--- src/rtl/l15_simple_master_pkg.sv ---
// Shared L1.5 request/return encodings and state encoding for l15_simple_master.
package l15_simple_master_pkg;

  localparam logic [4:0] LOAD_RQ   = 5'b00000;
  localparam logic [4:0] STORE_RQ  = 5'b00001;

  localparam logic [3:0] LOAD_RET  = 4'b0000;
  localparam logic [3:0] ST_ACK    = 4'b0100;
  localparam logic [3:0] EVICT_REQ = 4'b0011;
  localparam logic [3:0] INT_RET   = 4'b0111;

  localparam int THREADID_W = 1;
  localparam int AMO_OP_W   = 4;
  localparam int L1RPLWAY_W = 2;
  localparam int CSM_W      = 33;

  typedef enum logic [1:0] {
    ST_IDLE = 2'b00,
    ST_REQ  = 2'b01,
    ST_WAIT = 2'b10,
    ST_DONE = 2'b11
  } state_e;

  // A return completes the outstanding request only if its type matches the request kind.
  function automatic logic ret_matches(input logic is_store, input logic [3:0] rtype);
    logic m;
    if (is_store) begin
      m = (rtype == ST_ACK);
    end else begin
      m = (rtype == LOAD_RET);
    end
    return m;
  endfunction

endpackage

--- src/rtl/l15_store_replicate.sv ---
// Replicates right-aligned store data across the 64-bit L1.5 data bus by access size.
module l15_store_replicate
  import l15_simple_master_pkg::*;
(
  input  logic [2:0]  size,
  input  logic [63:0] wdata,
  output logic [63:0] data
);

  // Size-based lane replication
  always_comb begin
    data = wdata;
    case (size)
      3'b000:  data = {8{wdata[7:0]}};
      3'b001:  data = {4{wdata[15:0]}};
      3'b010:  data = {2{wdata[31:0]}};
      3'b011:  data = wdata;
      default: data = wdata;
    endcase
  end

endmodule

--- src/rtl/l15_simple_master.sv ---
// Single-outstanding host load/store initiator on the L1.5 transducer interface.
// Optional response timeout enabled by defining L15_SIMPLE_MASTER_TIMEOUT_EN.
module l15_simple_master
  import l15_simple_master_pkg::*;
#(
  parameter int unsigned TIMEOUT_CYCLES = 65535
) (
  input  logic                  clk,
  input  logic                  rst_n,
  input  logic                  host_req_val,
  output logic                  host_req_rdy,
  input  logic                  host_req_we,
  input  logic                  host_req_nc,
  input  logic [2:0]            host_req_size,
  input  logic [39:0]           host_req_addr,
  input  logic [63:0]           host_req_wdata,
  output logic                  host_resp_val,
  input  logic                  host_resp_rdy,
  output logic [63:0]           host_resp_rdata,
  output logic                  host_resp_err,
  output logic                  transducer_l15_val,
  output logic [4:0]            transducer_l15_rqtype,
  output logic                  transducer_l15_nc,
  output logic [2:0]            transducer_l15_size,
  output logic [39:0]           transducer_l15_address,
  output logic [63:0]           transducer_l15_data,
  output logic [THREADID_W-1:0] transducer_l15_threadid,
  output logic [AMO_OP_W-1:0]   transducer_l15_amo_op,
  output logic                  transducer_l15_prefetch,
  output logic                  transducer_l15_blockstore,
  output logic                  transducer_l15_blockinitstore,
  output logic                  transducer_l15_invalidate_cacheline,
  output logic [L1RPLWAY_W-1:0] transducer_l15_l1rplway,
  output logic [63:0]           transducer_l15_data_next_entry,
  output logic [CSM_W-1:0]      transducer_l15_csm_data,
  input  logic                  l15_transducer_ack,
  input  logic                  l15_transducer_val,
  input  logic [3:0]            l15_transducer_returntype,
  input  logic [63:0]           l15_transducer_data_0,
  input  logic [63:0]           l15_transducer_data_1,
  output logic                  transducer_l15_req_ack
);

  state_e      state_r, state_next_s;
  logic        accept_s, issued_s, match_s, timeout_s;
  logic        val_r, nc_r, is_store_r, err_r;
  logic [4:0]  rqtype_r;
  logic [2:0]  size_r;
  logic [39:0] addr_r;
  logic [63:0] data_r, rdata_r, repl_data_s, ret_data_s;

  l15_store_replicate u_repl (
    .size  (host_req_size),
    .wdata (host_req_wdata),
    .data  (repl_data_s)
  );

  // Next-state decode and handshake qualifiers
  always_comb begin
    state_next_s = state_r;
    accept_s     = 1'b0;
    issued_s     = 1'b0;
    match_s      = 1'b0;
    if (l15_transducer_val && ret_matches(is_store_r, l15_transducer_returntype)) begin
      ret_data_s = is_store_r ? 64'd0 :
                   (addr_r[3] ? l15_transducer_data_1 : l15_transducer_data_0);
    end else begin
      ret_data_s = 64'd0;
    end
    case (state_r)
      ST_IDLE: begin
        if (host_req_val) begin
          accept_s     = 1'b1;
          state_next_s = ST_REQ;
        end else begin
          state_next_s = ST_IDLE;
        end
      end
      ST_REQ: begin
        if (l15_transducer_ack) begin
          issued_s     = 1'b1;
          state_next_s = ST_WAIT;
        end else begin
          state_next_s = ST_REQ;
        end
      end
      ST_WAIT: begin
        if (l15_transducer_val && ret_matches(is_store_r, l15_transducer_returntype)) begin
          match_s      = 1'b1;
          state_next_s = ST_DONE;
        end else if (timeout_s) begin
          state_next_s = ST_DONE;
        end else begin
          state_next_s = ST_WAIT;
        end
      end
      ST_DONE: begin
        if (host_resp_rdy) begin
          state_next_s = ST_IDLE;
        end else begin
          state_next_s = ST_DONE;
        end
      end
      default: state_next_s = ST_IDLE;
    endcase
  end

  // State, request fields and response registers
  always_ff @(posedge clk or negedge rst_n) begin
    if (!rst_n) begin
      state_r    <= ST_IDLE;
      val_r      <= 1'b0;
      rqtype_r   <= 5'd0;
      nc_r       <= 1'b0;
      size_r     <= 3'd0;
      addr_r     <= 40'd0;
      data_r     <= 64'd0;
      is_store_r <= 1'b0;
      rdata_r    <= 64'd0;
      err_r      <= 1'b0;
    end else begin
      state_r <= state_next_s;
      if (accept_s) begin
        val_r      <= 1'b1;
        rqtype_r   <= host_req_we ? STORE_RQ : LOAD_RQ;
        nc_r       <= host_req_nc;
        size_r     <= host_req_size;
        addr_r     <= host_req_addr;
        data_r     <= host_req_we ? repl_data_s : 64'd0;
        is_store_r <= host_req_we;
        err_r      <= 1'b0;
      end else if (issued_s) begin
        val_r <= 1'b0;
      end
      if (match_s) begin
        rdata_r <= ret_data_s;
        err_r   <= 1'b0;
      end else if (timeout_s) begin
        rdata_r <= 64'd0;
        err_r   <= 1'b1;
      end
    end
  end

`ifdef L15_SIMPLE_MASTER_TIMEOUT_EN
  logic [15:0] tmo_cnt_r;

  // Response-wait counter, restarted as the request is accepted by the L1.5
  always_ff @(posedge clk or negedge rst_n) begin
    if (!rst_n) begin
      tmo_cnt_r <= 16'd0;
    end else if (issued_s) begin
      tmo_cnt_r <= 16'd0;
    end else if (state_r == ST_WAIT) begin
      tmo_cnt_r <= tmo_cnt_r + 16'd1;
    end
  end

  assign timeout_s = (state_r == ST_WAIT) && (tmo_cnt_r == 16'(TIMEOUT_CYCLES - 32'd1));
`else
  // Without the counter the limit has no effect; WAIT holds until a matching return.
  assign timeout_s = (TIMEOUT_CYCLES == 32'd0) && 1'b0;
`endif

  assign host_req_rdy           = (state_r == ST_IDLE);
  assign host_resp_val          = (state_r == ST_DONE);
  assign host_resp_rdata        = rdata_r;
  assign host_resp_err          = err_r;
  assign transducer_l15_val     = val_r;
  assign transducer_l15_rqtype  = rqtype_r;
  assign transducer_l15_nc      = nc_r;
  assign transducer_l15_size    = size_r;
  assign transducer_l15_address = addr_r;
  assign transducer_l15_data    = data_r;
  assign transducer_l15_req_ack = l15_transducer_val;

  assign transducer_l15_threadid             = {THREADID_W{1'b0}};
  assign transducer_l15_amo_op               = {AMO_OP_W{1'b0}};
  assign transducer_l15_prefetch             = 1'b0;
  assign transducer_l15_blockstore           = 1'b0;
  assign transducer_l15_blockinitstore       = 1'b0;
  assign transducer_l15_invalidate_cacheline = 1'b0;
  assign transducer_l15_l1rplway             = {L1RPLWAY_W{1'b0}};
  assign transducer_l15_data_next_entry      = 64'd0;
  assign transducer_l15_csm_data             = {CSM_W{1'b0}};

endmodule

--- config.mk ---
export PLATFORM = sky130hd
export DESIGN_NAME = l15_simple_master
export DESIGN_NICKNAME = d
export VERILOG_FILES = /design/src/rtl/l15_simple_master_pkg.sv /design/src/rtl/l15_store_replicate.sv /design/src/rtl/l15_simple_master.sv
export SDC_FILE = /design/constraint.sdc
export NUM_CORES = 1
export LEC_CHECK = 0
export CORE_AREA = 2 2 207 209
export DETAILED_ROUTE_END_ITERATION = 8
export DIE_AREA = 0 0 209 211
export MAX_ROUTING_LAYER = met4
export PLACE_DENSITY_LB_ADDON = 0.2
export SLEW_MARGIN = 20
export SYNTH_ARGS = -nofsm -noshare
export SYNTH_HDL_FRONTEND = slang
export SYNTH_SLANG_ARGS = --single-unit
--- constraint.sdc ---
create_clock -name clk -period 2.6 [get_ports clk]
set_input_delay 0.65 -clock clk [delete_from_list [all_inputs] [get_ports clk]]
set_output_delay 0.65 -clock clk [all_outputs]
set_load 0.005 [all_outputs]
==> results of run 1 <==
## cell usage after synthesis (2+ instances only)
library cell and instances:
buf_2 21, o21ai_0 82, o31ai_1 2, inv_1 2
o41ai_1 12, nand2b_1 2, o311ai_0 8, clkbuf_1 41
mux2i_1 73, nor2_1 67, dfrtp_1 176, buf_4 117
and2_1 65, or3_1 8, nor2b_1 16, a21oi_1 3
buf_6 9, buf_1 2, mux2_2 8, a221o_1 65
o32ai_1 16, or2_2 2, nand3_1 8, o41ai_2 2
nand2_1 208
## cells by family (layout without fill, tap and decap cells)
logic type / Yosys count / count (layout) / share of synthesized area [%]
multiplexers: 81 / 81 / 8.52
AO/OA/AOI/OAI: 191 / 191 / 15.0
buffers and inverters: 192 / 492 / 13.0
other: 1 / 114 / 0.0389
AND/OR/NAND/NOR: 381 / 381 / 17.7
flip-flops: 176 / 176 / 45.7
## layout make-up
class,count,area (sq um)
fillers,4237,27000
repair buffers,458,4680
multi-input cells,766,4410
flip-flops and latches,176,4410
well taps,539,674
clock buffers,22,444
clock inverters,10,160
inverters,2,7.51
diodes,1,2.50
## registers in the layout, indices dropped and copies added (netlist names)
name,flops
state_r,2
transducer_l15_address,40
transducer_l15_val,1
is_store_r,1
transducer_l15_nc,1
transducer_l15_data,64
host_resp_rdata,64
transducer_l15_size,3
## through the flow
| step | cells | power (mW) |
|---|---|---|
| 2_1_floorplan | 1134 | 6.69 |
| 3_3_place_gp | 1941 | 9.93 |
| 3_5_place_dp | 1941 | 9.95 |
| 4_1_cts | 1973 | 12.8 |
| 5_1_grt | 1974 | 13.5 |
| 6_report | 1974 | 12.6 |
## report_power, final
group	internal [mW]	leakage [nW]	switching (mW)
clock network	1.61	0.292	1.16
registers	3.66	2.00	0.617
logic	3.10	3.87	2.45
total	8.37	6.17	4.22
## how the worst max path moves through the flow
stage / start / endpoint / slack, ps / cells past startpoint
after floorplan: host_req_size[0] / transducer_l15_data[38]$_DFFE_PN0P_ / 820 / 5
after global placement: host_req_size[0] / transducer_l15_data[10]$_DFFE_PN0P_ / 210 / 5
after detailed placement: host_req_size[0] / transducer_l15_data[44]$_DFFE_PN0P_ / 140 / 5
after CTS: state_r[0]$_DFF_PN0_ / host_req_rdy / 250 / 3
after global routing: state_r[0]$_DFF_PN0_ / host_req_rdy / 240 / 3
final: l15_transducer_val / transducer_l15_req_ack / 270 / 2
## placed cells by master, fill, tap and decap left out, types with 2 or more instances in the layout
cell type	count
nor2b_1	15
buf_12	14
o41ai_2	2
nand3_1	8
or2_2	2
bufinv_16	4
conb_1	113
clkdlybuf4s50_1	422
a21oi_1	3
o32ai_1	16
o31ai_1	2
clkbuf_16	17
and2_1	65
inv_1	2
mux2i_1	73
o41ai_1	12
o311ai_0	8
nor2_1	67
nand2_1	208
or3_1	8
dfrtp_1	175
nand2b_1	2
clkinv_2	3
buf_4	21
clkbuf_1	5
a221o_1	65
o21ai_0	82
mux2_2	8
## metal layers
layer / vias to the layer above / track usage [%] / wire length, um
met5: - / - / 0
met4: 0 / 5.20 / 625
met3: 31 / 5.38 / 2840
met2: 345 / 25.5 / 16800
met1: 4001 / 20.0 / 15500
li1: 4108 / - / -
==> reports/metrics.cfg, run 1 <==
[synthesis]
yosys.area.top_type = dfrtp_1
synth_edf_count = 0
synth_seq_cells = 176
synth_top_area_share_pct = 45.7
ys.flop_type = dfrtp_1
ys_seq_area_share_pct = 45.7
async_flop_share_pct = 100
syn_area_sq_mm = 0.00963
yosysUniqueCellTypes = 32
ys_warn_count = 0
syn_inst = 1022
syn_area_per_cell_sq_um = 9.43
synth_area_leaders = dfrtp_1, buf_4, nand2_1

[global_routing]
antenna_found_initial = 1
grt_max_degree = 66
grt_usage_pct = 16.3
grt_pass1_vias = 8632
gr-total-overflow = 0
grt_pass1_wl_mm = 53.3

[clock_network]
postCtsResizedCells = 0
numClockSinks = 176
cts_setup_buffers = 0
clockBufferDepth = 2
cts_tree = yes
numCtsBuffers = 17
clkSlewWorstSetupHoldPaths_ps = 60
ctsHtreeMaxLevel = 4
clk_latency_ps = 440
cts_root_buf = clkbuf_16
cts_hold_buf = 0

[pwr]
p_leak_nw = 6.17
power.density_mw_per_mm2 = 852
ir_drop_mv = 0.433

[sta]
period_minus_slack_ps = 2330
slew_violations = 0
slew_headroom_pct = 62.4
period_share_pct = 89.4
clock_skew_ps = 11.5
worst_pin_slew_ps = 557
rsz0062_at_grt = no
fmax_mhz = 430
setup_violations = 0
hold_viol_final = 0
fin_tns_setup_ps = 0
fin_ws_ps = 275
hold_ws_ps = 147

[place]
place_hpwl_mm = 26.2
post_dp_cell_area_sq_mm = 0.0142
place.port_buffers = 423
place_ws_ps = 144
globalplace.congestion = 0.796

[routing]
avgViaCountPerCell = 4.30
num_vias = 8485
detail-route-antenna-nets = 0
routed_wirelength_mm = 35.8
drc = 0
drt_iter0_markers = 311
first_pass_iters = 4
routedWlPerCell_um = 18.1

[die]
core_sq_mm = 0.0418
boundaryPins = 537
die_x_um = 209
die_area_sq_mm = 0.0441
start_util_pct = 23.1
chipHeight_um = 211
rows = 75

[setup_path]
regToRegEndpoint = host_resp_rdata[48]$_DFFE_PN0P_
crit_fanout = 2
r2r-start = state_r[0]$_DFF_PN0_
path_class = primary input to output port
slowest_delay_ps = 520
path_cells = clkdlybuf4s50_1, clkdlybuf4s50_1
required_ps = 1950
r2r_slack_ps = 750
crit_top_cell = clkdlybuf4s50_1
endpoint_kind = output port
path_buf_inv = 2
crit_family = buffers and inverters
rr_worst_depth = 5
crit_path_start_kind = primary input
cp.arrival_ps = 1680
cpMaxStageDelayCell = clkdlybuf4s50_1

[finish]
finish.instance_area_sq_mm = 0.0148
layout-drive-gt1-share_pct = 5.72
final_nets = 1668
areaGrowthSynthToFinish_pct = 53.5
utilization_pct = 35.4

[flow_run]
maxCapViolations = 0

[hold_path]
hold_class = primary input to async pin

[run_status]
status = finished, final reports clean

Note: power is estimated with default switching activity, not from simulation.
==> run 2: changes to the inputs <==
Settings changed: ABC_AREA from default to 1, CORE_AREA 2 2 207 209 to 2 2 206 208, DIE_AREA 0 0 209 211 to 0 0 208 210.
==> run 2 against run 1 <==
  * Flip-flop and latch count unchanged
  * Design area fell by 1.4%
  * Core utilization decreased by 0.27 points
  * Fmax decreased by 2.2%
  * Power increased by 16%
  * Worst hold slack got worse by 28 ps
  * Wire length increased by 2.6%
  * Global-route usage rose by 0.79 points
  * Critical path depth did not move
  * Register-to-register slack improved by 20 ps
  * Critical path type unchanged
==> reports/metrics.cfg, run 2 <==
[setup_path]
crit_top_cell = clkdlybuf4s50_1
cpMaxStageDelayCell = clkdlybuf4s50_1
path_cells = clkdlybuf4s50_1, clkdlybuf4s50_1
cp.arrival_ps = 1730
crit_fanout = 2
path_buf_inv = 2
crit_path_start_kind = primary input
required_ps = 1950
crit_family = buffers and inverters
slowest_delay_ps = 570
path_class = primary input to output port
endpoint_kind = output port

[clock_network]
numClockSinks = 176
numCtsBuffers = 17
cts_root_buf = clkbuf_16
cts_tree = yes
cts_setup_buffers = 0
clk_latency_ps = 450
ctsHtreeMaxLevel = 4
clockBufferDepth = 2
clkSlewWorstSetupHoldPaths_ps = 80

[synthesis]
async_flop_share_pct = 100
syn_area_sq_mm = 0.00954
synth_most_common_cell = nand2_1
ys_seq_area_share_pct = 46.2
yosys.area.top_type = dfrtp_1
synth_seq_cells = 176
yosys-top-cells-count = nand2_1, nor2_1, dfrtp_1
syn_inst = 1304
syn_area_per_cell_sq_um = 7.32
ys.flop_type = dfrtp_1
yosysUniqueCellTypes = 22
ys_warn_count = 0
synth_top_area_share_pct = 46.2
synth_area_leaders = dfrtp_1, nand2_1, buf_4
synth_edf_count = 0

[finish]
fillCellCount = 4464
finish.instance_area_sq_mm = 0.0146
utilization_pct = 35.1
layout-drive-gt1-share_pct = 4.51
final_common_cell = nand2_1
regArea_sq_mm = 0.00441
final_cell_mix = nand2_1, clkdlybuf4s50_1, nor2_1, dfrtp_1, o21ai_0
final_nets = 1941
multi_input_area_sq_mm = 0.00418
areaGrowthSynthToFinish_pct = 52.7

[place]
place.port_buffers = 423
post_dp_cell_area_sq_mm = 0.0139
globalplace.congestion = 0.818
place_hpwl_mm = 27.1

[routing]
detail-route-antenna-nets = 0
routedWlPerCell_um = 16.3
routed_wirelength_mm = 36.7
num_vias = 9340
drt_iter0_markers = 461
avgViaCountPerCell = 4.15
first_pass_iters = 5
drc = 0

[die]
die_area_sq_mm = 0.0437
boundaryPins = 537
core_sq_mm = 0.0415
start_util_pct = 23.0
die_x_um = 208
rows = 75
chipHeight_um = 210

[sta]
slew_violations = 0
slew_headroom_pct = 55.7
hold_ws_ps = 119
hold_viol_final = 0
period_share_pct = 91.5
worst_pin_slew_ps = 664
period_minus_slack_ps = 2380
rsz0062_at_grt = no
fin_tns_setup_ps = 0
setup_violations = 0
fmax_mhz = 421
clock_skew_ps = 11.8

[flow_run]
maxCapViolations = 0

[global_routing]
grt_pass1_vias = 9288
gr-total-overflow = 0
grt_pass1_wl_mm = 56.2
antenna_found_initial = 4
grt_max_degree = 75
grt_usage_pct = 17.1

[run_status]
status = finished, final reports clean

[pwr]
ir_drop_mv = 0.447
p_total_mw = 14.6
power.density_mw_per_mm2 = 1000
p_leak_nw = 7.04

[hold_path]
hold_class = primary input to async pin

run 2: cell count changes after synthesis, moves of 12 or more:
cell      previous run  this run
mux2i_1             73         0
and2_1              65         0
nand2_1            208       472
o21ai_0             82       121
nand3_1              8        22
nor2_1              67       227
o41ai_1             12         0
a221o_1             65         0
o32ai_1             16         0
o21ai_1              0        40
clkbuf_1            41        23
nor2b_1             16         0
inv_1                2        21
run 2: power breakdown:
part           leakage (nW)  total [mW]  switching, mW  internal [mW]
clock                 0.305        2.85           1.20           1.65
combinational          4.44        6.88           3.30           3.59
sequential             2.30        4.90          0.819           4.08
run 2: layer usage:
metal,part of all wire (%),global-route usage [%],vias to the layer above
li1,-,-,4619
met1,44,21.4,4327
met2,45,26.1,364
met3,9.1,6.17,30
met4,1.6,4.79,0
met5,0,-,-
run 2: cells by family after synthesis:
kind of cell / Yosys count / share of synthesized area [%]
buffers and inverters: 219 / 14.8
AOI/OAI and AO/OA: 170 / 9.17
DFF: 176 / 46.2
and+or+nand+nor: 738 / 29.9
other: 1 / 0.0393
run 2: cell type report:
class | count | area share [%]
diodes | 4 | 0.0687
clock buffers | 20 | 3.07
clock inverters | 12 | 1.25
inverters | 27 | 0.696
multi-input cells | 1021 | 28.7
flip-flops and latches | 176 | 30.2
well taps | 539 | 4.63
repair buffers | 451 | 31.4
run 2: path summary, 6_finish.rpt:
check	startpoint	endpoint	slack (ps)	cells past startpoint
worst max-delay path	l15_transducer_val	transducer_l15_req_ack	220	2
worst min-delay path	rst_n	transducer_l15_data[19]$_DFFE_PN0P_	120	1
worst max register to register	is_store_r$_DFFE_PN0P_	host_resp_rdata[20]$_DFFE_PN0P_	770	6
worst min register to register	transducer_l15_val$_DFFE_PN0P_	transducer_l15_val$_DFFE_PN0P_	470	2
max in group asynchronous	rst_n	transducer_l15_data[24]$_DFFE_PN0P_	1760	2
min in group clk	transducer_l15_val$_DFFE_PN0P_	transducer_l15_val$_DFFE_PN0P_	470	2
run 2: per-stage QoR:
stage / std cells / worst slack [ps]
3_5_place_dp: 2214 / 196
5_1_grt: 2250 / 122
3_3_place_gp: 2214 / 238
2_1_floorplan: 1416 / 1070
6_report: 2250 / 222
4_1_cts: 2246 / 13.9
run 2: timing repair:
item,4_1_cts,5_1_grt
hold buffers,0,0
resized for setup,0,1
setup endpoints to repair,0,1
